File: src/rtl/mmio_bus_ctrl.sv
// Data-port memory-map controller: address decode, single-transaction sequencing, GPIO output register.
// Optional build macro MMIO_TIMEOUT_EN adds an ACCESS wait timeout with a sticky bus error flag.
module mmio_bus_ctrl #(
  parameter int unsigned                  NUM_REGIONS    = 4,
  parameter logic [NUM_REGIONS*32-1:0]    REGION_BASE    = {32'h3000, 32'h800, 32'h400, 32'h0},
  parameter logic [NUM_REGIONS*32-1:0]    REGION_MASK    = {32'hF000, 32'hFC00, 32'hFC00, 32'hFC00},
  parameter logic [31:0]                  GPIO_BASE      = 32'h0000_4000,
  parameter int unsigned                  GPIO_WIDTH     = 8,
  parameter int unsigned                  TIMEOUT_CYCLES = 16
) (
  input  logic                      i_clk,
  input  logic                      i_rst,
  input  logic                      i_loadReq,
  input  logic                      i_storeReq,
  input  logic [31:0]               i_dataAddr,
  input  logic [31:0]               i_dataOut,
  output logic [31:0]               o_dataIn,
  output logic                      o_memValid,
  output logic [NUM_REGIONS-1:0]    o_sel,
  output logic                      o_we,
  output logic [31:0]               o_addr,
  output logic [31:0]               o_wdata,
  input  logic [NUM_REGIONS*32-1:0] i_rdata,
  input  logic [NUM_REGIONS-1:0]    i_ack,
  output logic [GPIO_WIDTH-1:0]     o_gpio,
  output logic                      o_busErr
);

  localparam int unsigned IDX_W = (NUM_REGIONS > 1) ? $clog2(NUM_REGIONS) : 1;

  typedef enum logic [1:0] {S_IDLE, S_ACCESS, S_RESP} state_e;
  typedef enum logic [1:0] {T_NONE, T_EXT, T_GPIO} tgt_e;

  state_e                 state_q;
  tgt_e                   tgt_q;
  logic [IDX_W-1:0]       idx_q;
  logic [NUM_REGIONS-1:0] sel_q;
  logic                   we_q;
  logic                   mem_valid_q;
  logic [31:0]            addr_q;
  logic [31:0]            wdata_q;
  logic [31:0]            data_in_q;
  logic [GPIO_WIDTH-1:0]  gpio_q;

  logic                   gpio_hit_c;
  logic                   dec_hit_c;
  logic [IDX_W-1:0]       dec_idx_c;
  logic                   ack_sel_c;
  logic [31:0]            rdata_sel_c;
  logic [GPIO_WIDTH-1:0]  gpio_upd_c;
  logic [GPIO_WIDTH-1:0]  wd_c;

  // Region decode: descending scan so the lowest-index hit is the one left standing
  always_comb begin
    dec_hit_c = 1'b0;
    dec_idx_c = '0;
    for (int i = NUM_REGIONS - 1; i >= 0; i--) begin
      if ((i_dataAddr & REGION_MASK[32*i +: 32]) == REGION_BASE[32*i +: 32]) begin
        dec_hit_c = 1'b1;
        dec_idx_c = IDX_W'(i);
      end
    end
  end

  assign gpio_hit_c  = (i_dataAddr[31:4] == GPIO_BASE[31:4]);
  assign ack_sel_c   = i_ack[idx_q];
  assign rdata_sel_c = i_rdata[32*idx_q +: 32];
  assign wd_c        = wdata_q[GPIO_WIDTH-1:0];

  // GPIO register views selected by word offset within the block
  always_comb begin
    gpio_upd_c = gpio_q;
    case (addr_q[3:2])
      2'd0:    gpio_upd_c = wd_c;
      2'd1:    gpio_upd_c = gpio_q | wd_c;
      2'd2:    gpio_upd_c = gpio_q & ~wd_c;
      default: gpio_upd_c = gpio_q ^ wd_c;
    endcase
  end

`ifdef MMIO_TIMEOUT_EN
  logic [7:0] cnt_q;
  logic       bus_err_q;
  assign o_busErr = bus_err_q;
`else
  logic unused_timeout_c;
  assign unused_timeout_c = (TIMEOUT_CYCLES == 0);
  assign o_busErr = 1'b0;
`endif

  always_ff @(posedge i_clk) begin
    if (i_rst) begin
      state_q     <= S_IDLE;
      tgt_q       <= T_NONE;
      idx_q       <= '0;
      sel_q       <= '0;
      we_q        <= 1'b0;
      mem_valid_q <= 1'b0;
      addr_q      <= '0;
      wdata_q     <= '0;
      data_in_q   <= '0;
      gpio_q      <= '0;
`ifdef MMIO_TIMEOUT_EN
      cnt_q       <= '0;
      bus_err_q   <= 1'b0;
`endif
    end else begin
      mem_valid_q <= 1'b0;
      case (state_q)
        S_IDLE: begin
          if (i_loadReq || i_storeReq) begin
            addr_q  <= i_dataAddr;
            wdata_q <= i_dataOut;
            we_q    <= i_storeReq;
            state_q <= S_ACCESS;
`ifdef MMIO_TIMEOUT_EN
            cnt_q   <= '0;
`endif
            if (gpio_hit_c) begin
              tgt_q <= T_GPIO;
            end else if (dec_hit_c) begin
              tgt_q <= T_EXT;
              idx_q <= dec_idx_c;
              sel_q <= NUM_REGIONS'(1) << dec_idx_c;
            end else begin
              tgt_q <= T_NONE;
            end
          end
        end
        S_ACCESS: begin
          case (tgt_q)
            T_GPIO: begin
              if (we_q) gpio_q <= gpio_upd_c;
              data_in_q   <= we_q ? 32'h0 : 32'(gpio_q);
              mem_valid_q <= 1'b1;
              state_q     <= S_RESP;
            end
            T_EXT: begin
              // Ack beats a coincident timeout
              if (ack_sel_c) begin
                sel_q       <= '0;
                data_in_q   <= we_q ? 32'h0 : rdata_sel_c;
                mem_valid_q <= 1'b1;
                state_q     <= S_RESP;
              end
`ifdef MMIO_TIMEOUT_EN
              else if (cnt_q == 8'(TIMEOUT_CYCLES - 1)) begin
                sel_q       <= '0;
                bus_err_q   <= 1'b1;
                data_in_q   <= 32'hDEAD_BEEF;
                mem_valid_q <= 1'b1;
                state_q     <= S_RESP;
              end else begin
                cnt_q <= cnt_q + 8'd1;
              end
`endif
            end
            default: begin
              data_in_q   <= 32'h0;
              mem_valid_q <= 1'b1;
              state_q     <= S_RESP;
            end
          endcase
        end
        default: state_q <= S_IDLE;
      endcase
    end
  end

  assign o_dataIn   = data_in_q;
  assign o_memValid = mem_valid_q;
  assign o_sel      = sel_q;
  assign o_we       = we_q;
  assign o_addr     = addr_q;
  assign o_wdata    = wdata_q;
  assign o_gpio     = gpio_q;

endmodule
File: config.mk
export PLATFORM = sky130hd
export DESIGN_NAME = mmio_bus_ctrl
export DESIGN_NICKNAME = d
export VERILOG_FILES = /design/src/rtl/mmio_bus_ctrl.sv
export SDC_FILE = /design/constraint.sdc
export NUM_CORES = 1
export LEC_CHECK = 0
export ABC_AREA = 1
export BUFFER_PORTS_ARGS = -buffer_cell sky130_fd_sc_hd__buf_4
export CAP_MARGIN = 20
export CORE_ASPECT_RATIO = 0.5
export CORE_MARGIN = 4
export CORE_UTILIZATION = 46
export CTS_CLUSTER_DIAMETER = 30
export DETAILED_ROUTE_END_ITERATION = 8
export PLACE_DENSITY = 0.83
export RECOVER_POWER = 100
export SYNTH_ARGS = -nofsm -noshare
export SYNTH_HDL_FRONTEND = slang
export SYNTH_SLANG_ARGS = --single-unit
File: constraint.sdc
create_clock -name i_clk -period 2.01 [get_ports i_clk]
set_input_delay 0.3015 -clock i_clk [delete_from_list [all_inputs] [get_ports i_clk]]
set_output_delay 0.3015 -clock i_clk [all_outputs]
set_load 0.01 [all_outputs]
==> results.md, run 1 <==
* Maximum number of pins on one net before global-route repair at 48
* Number of failing setup endpoints in the final timing report at 0
* Power per cell area at 778 nW/um2
* Post-cts hold buffer count at 0
* Slowest stage delay, CP at between 800 and 900 ps
* Number of nets in the layout at 1392
* Effective utilization at floorplan at 48.7%
* Worst Setup Path Type: in -> reg
* Largest area contributor in the synthesized netlist: sky130_fd_sc_hd__dfxtp_1
* Via count of the first global-routing pass at 6721
* Crit start category: input pin
* Die outline height at approximately 90 um
* Weighted congestion reported at the end of routability-driven placement at between 0.9 and 1
* Inserted Diodes at 0
* Slowest stage cell, crit path: sky130_fd_sc_hd__dlymetal6s2s_1
* Hold Violations, Final at 0
* Crit path required time at around 2300 ps
* Critical-path cell list: buf_4 -> inv_1 -> dlymetal6s2s_1 -> o21ai_0 -> a21oi_1
* Post-Route Hold Slack at 152 ps
* Depth of the worst register-to-register path at 7
* Overall track demand over capacity in global routing at between 20% and 30%
* Worst Hold Endpoint: o_wdata[27]$_SDFFE_PP0P_
* Final ANT Viol Nets at 0
* Register bit count reported by yosys at approximately 120
* Worst-case clock skew at between 9 and 10 ps
* Number of enable-type register cells in the synthesized netlist at 0
* TritonCTS clock tree: done
* Total global routing overflow at 0
* Peak supply drop at a little under 600 uV
* Most used flip-flop cell after synthesis: sky130_fd_sc_hd__dfxtp_1
* Synthesis-to-finish area growth at 42.6%
* Maximum Capacitance Violations at 0
* Synth warnings at 0
* Static power due to leakage at about 3.9 nW
* Hold path startpoint: i_dataOut[27]
* Cell area after technology mapping at a little under 6000 um2
* Top fanout value on the critical path at 27
* Detailed-route vias per instance at 5.26
* Number of antenna violations at the first check in global routing at 0
* Number of placement rows at 28
* Setup slack of the most critical reg-to-reg path at 210 ps
* Endpoint kind of the worst setup timing path: register
* Number of nets produced by synthesis at approximately 1100
* Final HPWL from detailed placement at approximately 16000 um
* Number of buffers created by CTS at 17
* Type of the most critical hold path: in -> reg
* 1st-iter DRT viols at between 400 and 500
* Yosys top cell area share at 39.1%
* Worst skew pair latency at about 400 ps
* Critical path arrival at about 2100 ps
* Synthesized area per cell at about 6.7 um2
* Sequential cell area fraction in the yosys report at around 39%
* Number of clock sinks seen by CTS at approximately 120
* Count of mapped cells out of synthesis at approximately 900
* Die width at ~170 um
* Leading post-synthesis cells by instance count: sky130_fd_sc_hd__nand2_1, sky130_fd_sc_hd__dfxtp_1, sky130_fd_sc_hd__nand3_1
* Total Routed Length at ~21000 um
* Reg-to-reg startpoint: tgt_q[1]$_SDFFE_PP0P_
* Port Buffer Count at 309
* Fin Setup TNS at 0 ps
* Launch point of the worst path: i_rst
* Unique cell type count in the Yosys netlist at 27
* Detailed-routing iteration count for the pre-antenna-repair pass at 5
* Library cell with the highest instance count after synthesis: sky130_fd_sc_hd__nand2_1
* Proportion of register bits with asynchronous set or reset after synthesis at 0%
* Count of pins over their slew limit at 0
* Headroom to the max-slew limit at 34.0%
* First-pass GRT wire length at approximately 33000 um
* DR DRC count at 0
* Filler Cell Count at 1136
* Fraction of layout instances using a drive strength above 1 at around 22%
* Max Freq at around 0.55 GHz
* Root Buffer: sky130_fd_sc_hd__clkbuf_16
* Die area at between 10000 and 15000 um2
* Worst Max-Slew Pin Slew at between 900 and 1000 ps
* Post-CTS Resized at 0
* Buffer levels on the longest clock path at 2
* I/O pin count at a little over 300
* Critical register-to-register path endpoint: o_dataIn[22]$_SDFFE_PP0P_
* CTS clk-pin slew, worst paths at approximately 60 ps
* Portion of the clock cycle consumed by the worst path in the final layout at about nine tenths
* Leading post-synthesis cells by cell area: sky130_fd_sc_hd__dfxtp_1, sky130_fd_sc_hd__nand2_1, sky130_fd_sc_hd__nand3_1, sky130_fd_sc_hd__a21oi_1, sky130_fd_sc_hd__ha_1
* Final period demand of the worst path at 1810 ps
* Area of the placeable core at between 10000 and 15000 um2
* Number of levels the H-tree was split into at 4
* Setup bufs post-CTS at 0
* Worst hold stages at 3
* Status: complete, no violations
* Vias after detailed routing at ~7100
* Average wire length per cell after detail routing at approximately 16 um
* Setup repair after global routing missed its margin: no
-- where the power goes --
group          internal (mW)  leakage (nW)  switching (mW)  total, mW
Clock                   1.78         0.269            1.13       2.91
Sequential              2.43         0.949          0.0804       2.51
Combinational          0.498          2.65           0.662       1.16
Total                   4.70          3.87            1.88       6.58
-- area by class of cell --
class / count / area, um2 / area share [%]
Multi-Input combinational cell: 675 / 3160 / 37.4
Clock buffer: 19 / 453 / 5.35
Sequential cell: 116 / 2320 / 27.5
Clock inverter: 13 / 125 / 1.48
Inverter: 38 / 143 / 1.69
Tap cell: 165 / 206 / 2.44
Timing Repair Buffer: 326 / 2050 / 24.2
-- cells in the final DEF (no fill, tap or decap), types with 2 or more instances in the layout --
master / n
sky130_fd_sc_hd__clkinv_4: 3
sky130_fd_sc_hd__nand2_1: 320
sky130_fd_sc_hd__clkbuf_8: 2
sky130_fd_sc_hd__a211oi_1: 2
sky130_fd_sc_hd__inv_6: 3
sky130_fd_sc_hd__nor2_1: 54
sky130_fd_sc_hd__o22ai_1: 3
sky130_fd_sc_hd__nand3_1: 108
sky130_fd_sc_hd__ha_1: 18
sky130_fd_sc_hd__clkinvlp_4: 5
sky130_fd_sc_hd__nand3_2: 2
sky130_fd_sc_hd__dfxtp_1: 115
sky130_fd_sc_hd__a21boi_0: 8
sky130_fd_sc_hd__o21ai_0: 28
sky130_fd_sc_hd__nand4_1: 3
sky130_fd_sc_hd__a21oi_1: 96
sky130_fd_sc_hd__inv_2: 2
sky130_fd_sc_hd__clkbuf_16: 17
sky130_fd_sc_hd__buf_4: 213
sky130_fd_sc_hd__inv_1: 36
sky130_fd_sc_hd__a31oi_1: 23
sky130_fd_sc_hd__nand2_2: 3
sky130_fd_sc_hd__clkbuf_1: 110
-- state kept, by name (all words and copies together) (netlist names) --
register	flops
idx_q	2
o_memValid	1
o_gpio	8
state_q	2
tgt_q	2
o_sel	4
o_dataIn	32
o_we	1
o_wdata	32
o_addr	32
-- how the worst max path moves through the flow --
stage	cells after the start	to	slack [ps]
floorplan	8	o_dataIn[20]$_SDFFE_PP0P_	500
CTS	6	o_sel[1]$_SDFFE_PP0P_	260
global placement	5	idx_q[0]$_SDFFE_PP0P_	330
global route	5	idx_q[0]$_SDFFE_PP0P_	70
detailed placement	8	o_sel[1]$_SDFFE_PP0P_	260
finish	5	idx_q[0]$_SDFFE_PP0P_	200
-- per-stage QoR --
stage / cells / area [um2] / total power [mW] / util, % / setup WS [ps]
final: 1352 / 8460 / 6.58 / 69.4 / 197
after global routing: 1352 / 8460 / 6.88 / 69.4 / 65.2
after CTS: 1352 / 8890 / 6.71 / 72.9 / 260
after detailed placement: 1320 / 8310 / 3.81 / 68.2 / 260
after global placement: 1320 / 8310 / 3.78 / 68.2 / 325
after floorplan: 889 / 5930 / 3.16 / - / 505
-- logic make-up (layout without fill, tap and decap cells) --
family	Yosys count	in the layout	share of synthesized area, %
and+or+nand+nor	496	496	35.0
AOI/OAI and AO/OA	160	160	14.5
DFF	116	116	39.1
buffers and inverters	98	396	7.53
adders and majority gates	18	18	3.80
other	1	1	0.0632
-- routing by layer --
layer  share of wire (%)  vias up  GRT usage, %
met5                   0        -             0
met4                 2.6        0          8.98
met3                 8.2       45          7.01
met2                  49      325          47.7
met1                  40     3256          33.4
li1                    -     3479             -
-- worst max-delay path, delay by kind of cell --
kind            cells  cell delay (ps)
compound gates      2              450
buf+inv             3             1360
(Power assumes the default switching activity.)
==> inputs of run 2 (changes only) <==
--- a/config.mk
+++ b/config.mk
@@ -8,12 +8,11 @@
 export ABC_AREA = 1
 export BUFFER_PORTS_ARGS = -buffer_cell sky130_fd_sc_hd__buf_4
 export CAP_MARGIN = 20
-export CORE_ASPECT_RATIO = 0.5
-export CORE_MARGIN = 4
-export CORE_UTILIZATION = 46
+export CORE_AREA = 4 4 119 121
 export CTS_CLUSTER_DIAMETER = 30
 export DETAILED_ROUTE_END_ITERATION = 8
-export PLACE_DENSITY = 0.83
+export DIE_AREA = 0 0 123 125
+export PLACE_DENSITY = 0.82
 export RECOVER_POWER = 100
 export SYNTH_ARGS = -nofsm -noshare
 export SYNTH_HDL_FRONTEND = slang
==> constraint.sdc (replaced) <==
create_clock -name i_clk -period 2.1 [get_ports i_clk]
set_input_delay 0.315 -clock i_clk [delete_from_list [all_inputs] [get_ports i_clk]]
set_output_delay 0.315 -clock i_clk [all_outputs]
set_load 0.01 [all_outputs]
==> run 2 against run 1 <==
  * Total power decreased by 1.2%
  * Count of clock-buffer cells in the layout decreased by 1
  * Die area increased by 3.2%
  * Final cell count increased by 1.0%
  * Critical path type is now reg -> reg
==> results.md, run 2 (synthesis results as in run 1) <==
* Status: complete, no violations
* Number of buffers created by CTS at 17 (unchanged)
* TritonCTS clock tree: done
* Worst Path Buf+Inv at 2 (-1)
* Filler Cell Count at 1289 (+13%)
* Setup bufs post-CTS at 0 (unchanged)
* DR DRC count at 0 (unchanged)
* Slowest stage cell, crit path: sky130_fd_sc_hd__clkbuf_1
* Number of antenna violations at the first check in global routing at 0 (unchanged)
* Fraction of power consumed by combinational cells at 17.0% (-0.6 points)
* Final HPWL from detailed placement at 15600 um (-1.7%)
* Inserted Diodes at 0 (unchanged)
* Slowest stage delay, CP at 500 ps (-320 ps)
* Crit path required time at 2440 ps (+110 ps)
* Internal power consumption at 4.71 mW (+0.17%)
* Count of pins over their slew limit at 0 (unchanged)
* Detailed-route vias per instance at 5.11 (-2.8%)
* Fraction of power consumed by sequential logic at 36.8% (-1.3 points)
* Via count of the first global-routing pass at 6554 (-2.5%)
* Worst Setup Path Type: reg -> reg
* Static power due to leakage at 3.89 nW (+0.58%)
* CTS clk-pin slew, worst paths at 60 ps (about the same)
* Post-cts hold buffer count at 0 (unchanged)
* Reg-to-reg startpoint: state_q[1]$_SDFFE_PP0P_
* Most utilized layer in the global route result: met2
* Worst skew pair latency at 410 ps (about the same)
* Die outline height at 125 um (+42%)
* Hold Violations, Final at 0 (unchanged)
* Critical path depth in cells at 5 (unchanged)
* Max Freq at between 0.5 and 0.6 GHz
* Effective utilization at floorplan at 45.4% (-3.3 points)
* Sw Share at 27.5% (-0.98 points)
* Total global routing overflow at 0 (unchanged)
* Critical-path cell list: nor3_1 -> inv_1 -> clkbuf_1 -> nand2_1 -> a21oi_1
* Setup repair after global routing missed its margin: no
* Number of placement rows at 42 (+50%)
* Maximum number of pins on one net before global-route repair at 47 (-2.1%)
* Most common cell after layout, fill and taps aside: sky130_fd_sc_hd__nand2_1
* Post-CTS Resized at 0 (unchanged)
* Total Routed Length at 21200 um (-0.35%)
* Buffer levels on the longest clock path at 2 (unchanged)
* Die area at 15400 um2 (+3.2%)
* Final ANT Viol Nets at 0 (unchanged)
* Overall track demand over capacity in global routing at 26.2% (-1.1 points)
* Critical path arrival at 2150 ps (+20 ps)
* Root Buffer: sky130_fd_sc_hd__clkbuf_16
* 1st-iter DRT viols at 505 (+6.5%)
* Top Family by Delay on Critical Path: buffers and inverters
* Fraction of layout instances using a drive strength above 1 at 22.0% (+0.11 points)
* Fin Setup TNS at 0 ps (unchanged)
* Maximum Capacitance Violations at 0 (unchanged)
* Portion of the clock cycle consumed by the worst path in the final layout at a little under nine tenths
* Post-route total power at 6.50 mW (-1.2%)
* Area taken by multi-input logic gates at 3150 um2 (-0.36%)
* Number of nets in the layout at 1395 (+0.22%)
* Peak supply drop at 507 uV (-15%)
* Met1 routing resource usage after global routing at 31.3% (-2.1 points)
* GRT met2 Usage at 45.2% (-2.5 points)
* Power per cell area at 764 nW/um2 (-1.8%)
* Leading cell types in the layout, fill and taps excluded: sky130_fd_sc_hd__nand2_1, sky130_fd_sc_hd__buf_4, sky130_fd_sc_hd__dfxtp_1, sky130_fd_sc_hd__clkbuf_1, sky130_fd_sc_hd__nand3_1
* Area of the placeable core at 13100 um2 (+7.3%)
* Weighted congestion reported at the end of routability-driven placement at 0.834 (-8.1%)
* Port Buffer Count at 309 (unchanged)
* Top fanout value on the critical path at 17 (-37%)
* Net switching power at 1.79 mW (-4.6%)
* Depth of the worst register-to-register path at 5 (-2)
* First-pass GRT wire length at 32700 um (-0.94%)
* Critical register-to-register path endpoint: o_addr[18]$_SDFFE_PP0P_
* Worst-case clock skew at 10.0 ps (+0.367 ps)
* Number of failing setup endpoints in the final timing report at 0 (unchanged)
* Average wire length per cell after detail routing at 15.5 um (-1.4%)
* Type of the most critical hold path: in -> reg
* Number of levels the H-tree was split into at 4 (unchanged)
* Crit start category: register
* I/O pin count at 311 (unchanged)
* Worst Max-Slew Pin Slew at 642 ps (-347 ps)
* FF/Latch Area at 2320 um2 (unchanged)
* Met3 usage at 7.99% (+0.99 points)
* Final period demand of the worst path at 1810 ps
* Critical Path End: o_addr[18]$_SDFFE_PP0P_
* Launch point of the worst path: state_q[1]$_SDFFE_PP0P_
* Die width at 123 um (-27%)
* Endpoint kind of the worst setup timing path: register
* Setup slack of the most critical reg-to-reg path at 290 ps (+80 ps)
* Synthesis-to-finish area growth at 43.5%
* Detailed-routing iteration count for the pre-antenna-repair pass at 6 (+1)
* Part of the total power dissipated in the clock network at 46.2% (+1.9 points)
* Number of clock sinks seen by CTS at 116 (unchanged)
* Headroom to the max-slew limit at 57.1% (+23 points)
* Vias after detailed routing at 6977 (-1.8%)
==> run 2: how the worst min path moves through the flow <==
| stage | start | to | slack, ps | cells past startpoint |
|---|---|---|---|---|
| 2_1_floorplan | i_storeReq | o_we$_SDFFE_PP0P_ | 460 | 2 |
| 3_3_place_gp | o_wdata[28]$_SDFFE_PP0P_ | o_wdata[28]$_SDFFE_PP0P_ | 450 | 2 |
| 3_5_place_dp | o_wdata[12]$_SDFFE_PP0P_ | o_wdata[12]$_SDFFE_PP0P_ | 450 | 2 |
| 4_1_cts | i_dataOut[10] | o_wdata[10]$_SDFFE_PP0P_ | 150 | 3 |
| 5_1_grt | i_dataOut[29] | o_wdata[29]$_SDFFE_PP0P_ | 160 | 3 |
| 6_report | i_dataAddr[0] | o_addr[0]$_SDFFE_PP0P_ | 160 | 3 |
==> run 2: layout make-up <==
class / instances / area share [%]
Sequential cell: 116 / 27.3
Timing Repair Buffer: 329 / 24.2
Multi-Input combinational cell: 675 / 37.0
Clock buffer: 18 / 5.16
Tap cell: 176 / 2.59
Inverter: 38 / 1.67
Clock inverter: 14 / 2.09
==> run 2: tightest hold or removal path, stage by stage <==
cell                      delay (ps)
sky130_fd_sc_hd__buf_4           100
sky130_fd_sc_hd__nand2_1          50
sky130_fd_sc_hd__a21oi_1          50
==> run 2: through the flow <==
step	setup slack, ps	cells	hold WS, ps	util [%]	instance area (um2)
final	286	1366	164	65.1	8520
after global routing	117	1366	155	65.1	8520
after CTS	385	1366	154	68.4	8950
after detailed placement	409	1334	452	63.7	8330
after global placement	424	1334	449	63.7	8330
after floorplan	595	889	462	-	5930
==> run 2: power groups by stage <==
| stage | logic, mW | registers, mW | clock network (mW) |
|---|---|---|---|
| final | 1.11 | 2.40 | 3.00 |
| after global routing | 1.23 | 2.41 | 3.15 |
| after CTS | 1.21 | 2.40 | 3.04 |
| after detailed placement | 1.20 | 2.44 | 0 |
| after global placement | 1.19 | 2.44 | 0 |
| after floorplan | 0.535 | 2.49 | 0 |
==> run 2: routing by layer <==
layer,vias to the layer above,part of all wire [%]
met1,3181,39
met2,282,49
met5,-,0
met4,0,2.1
met3,31,9.0
li1,3483,-
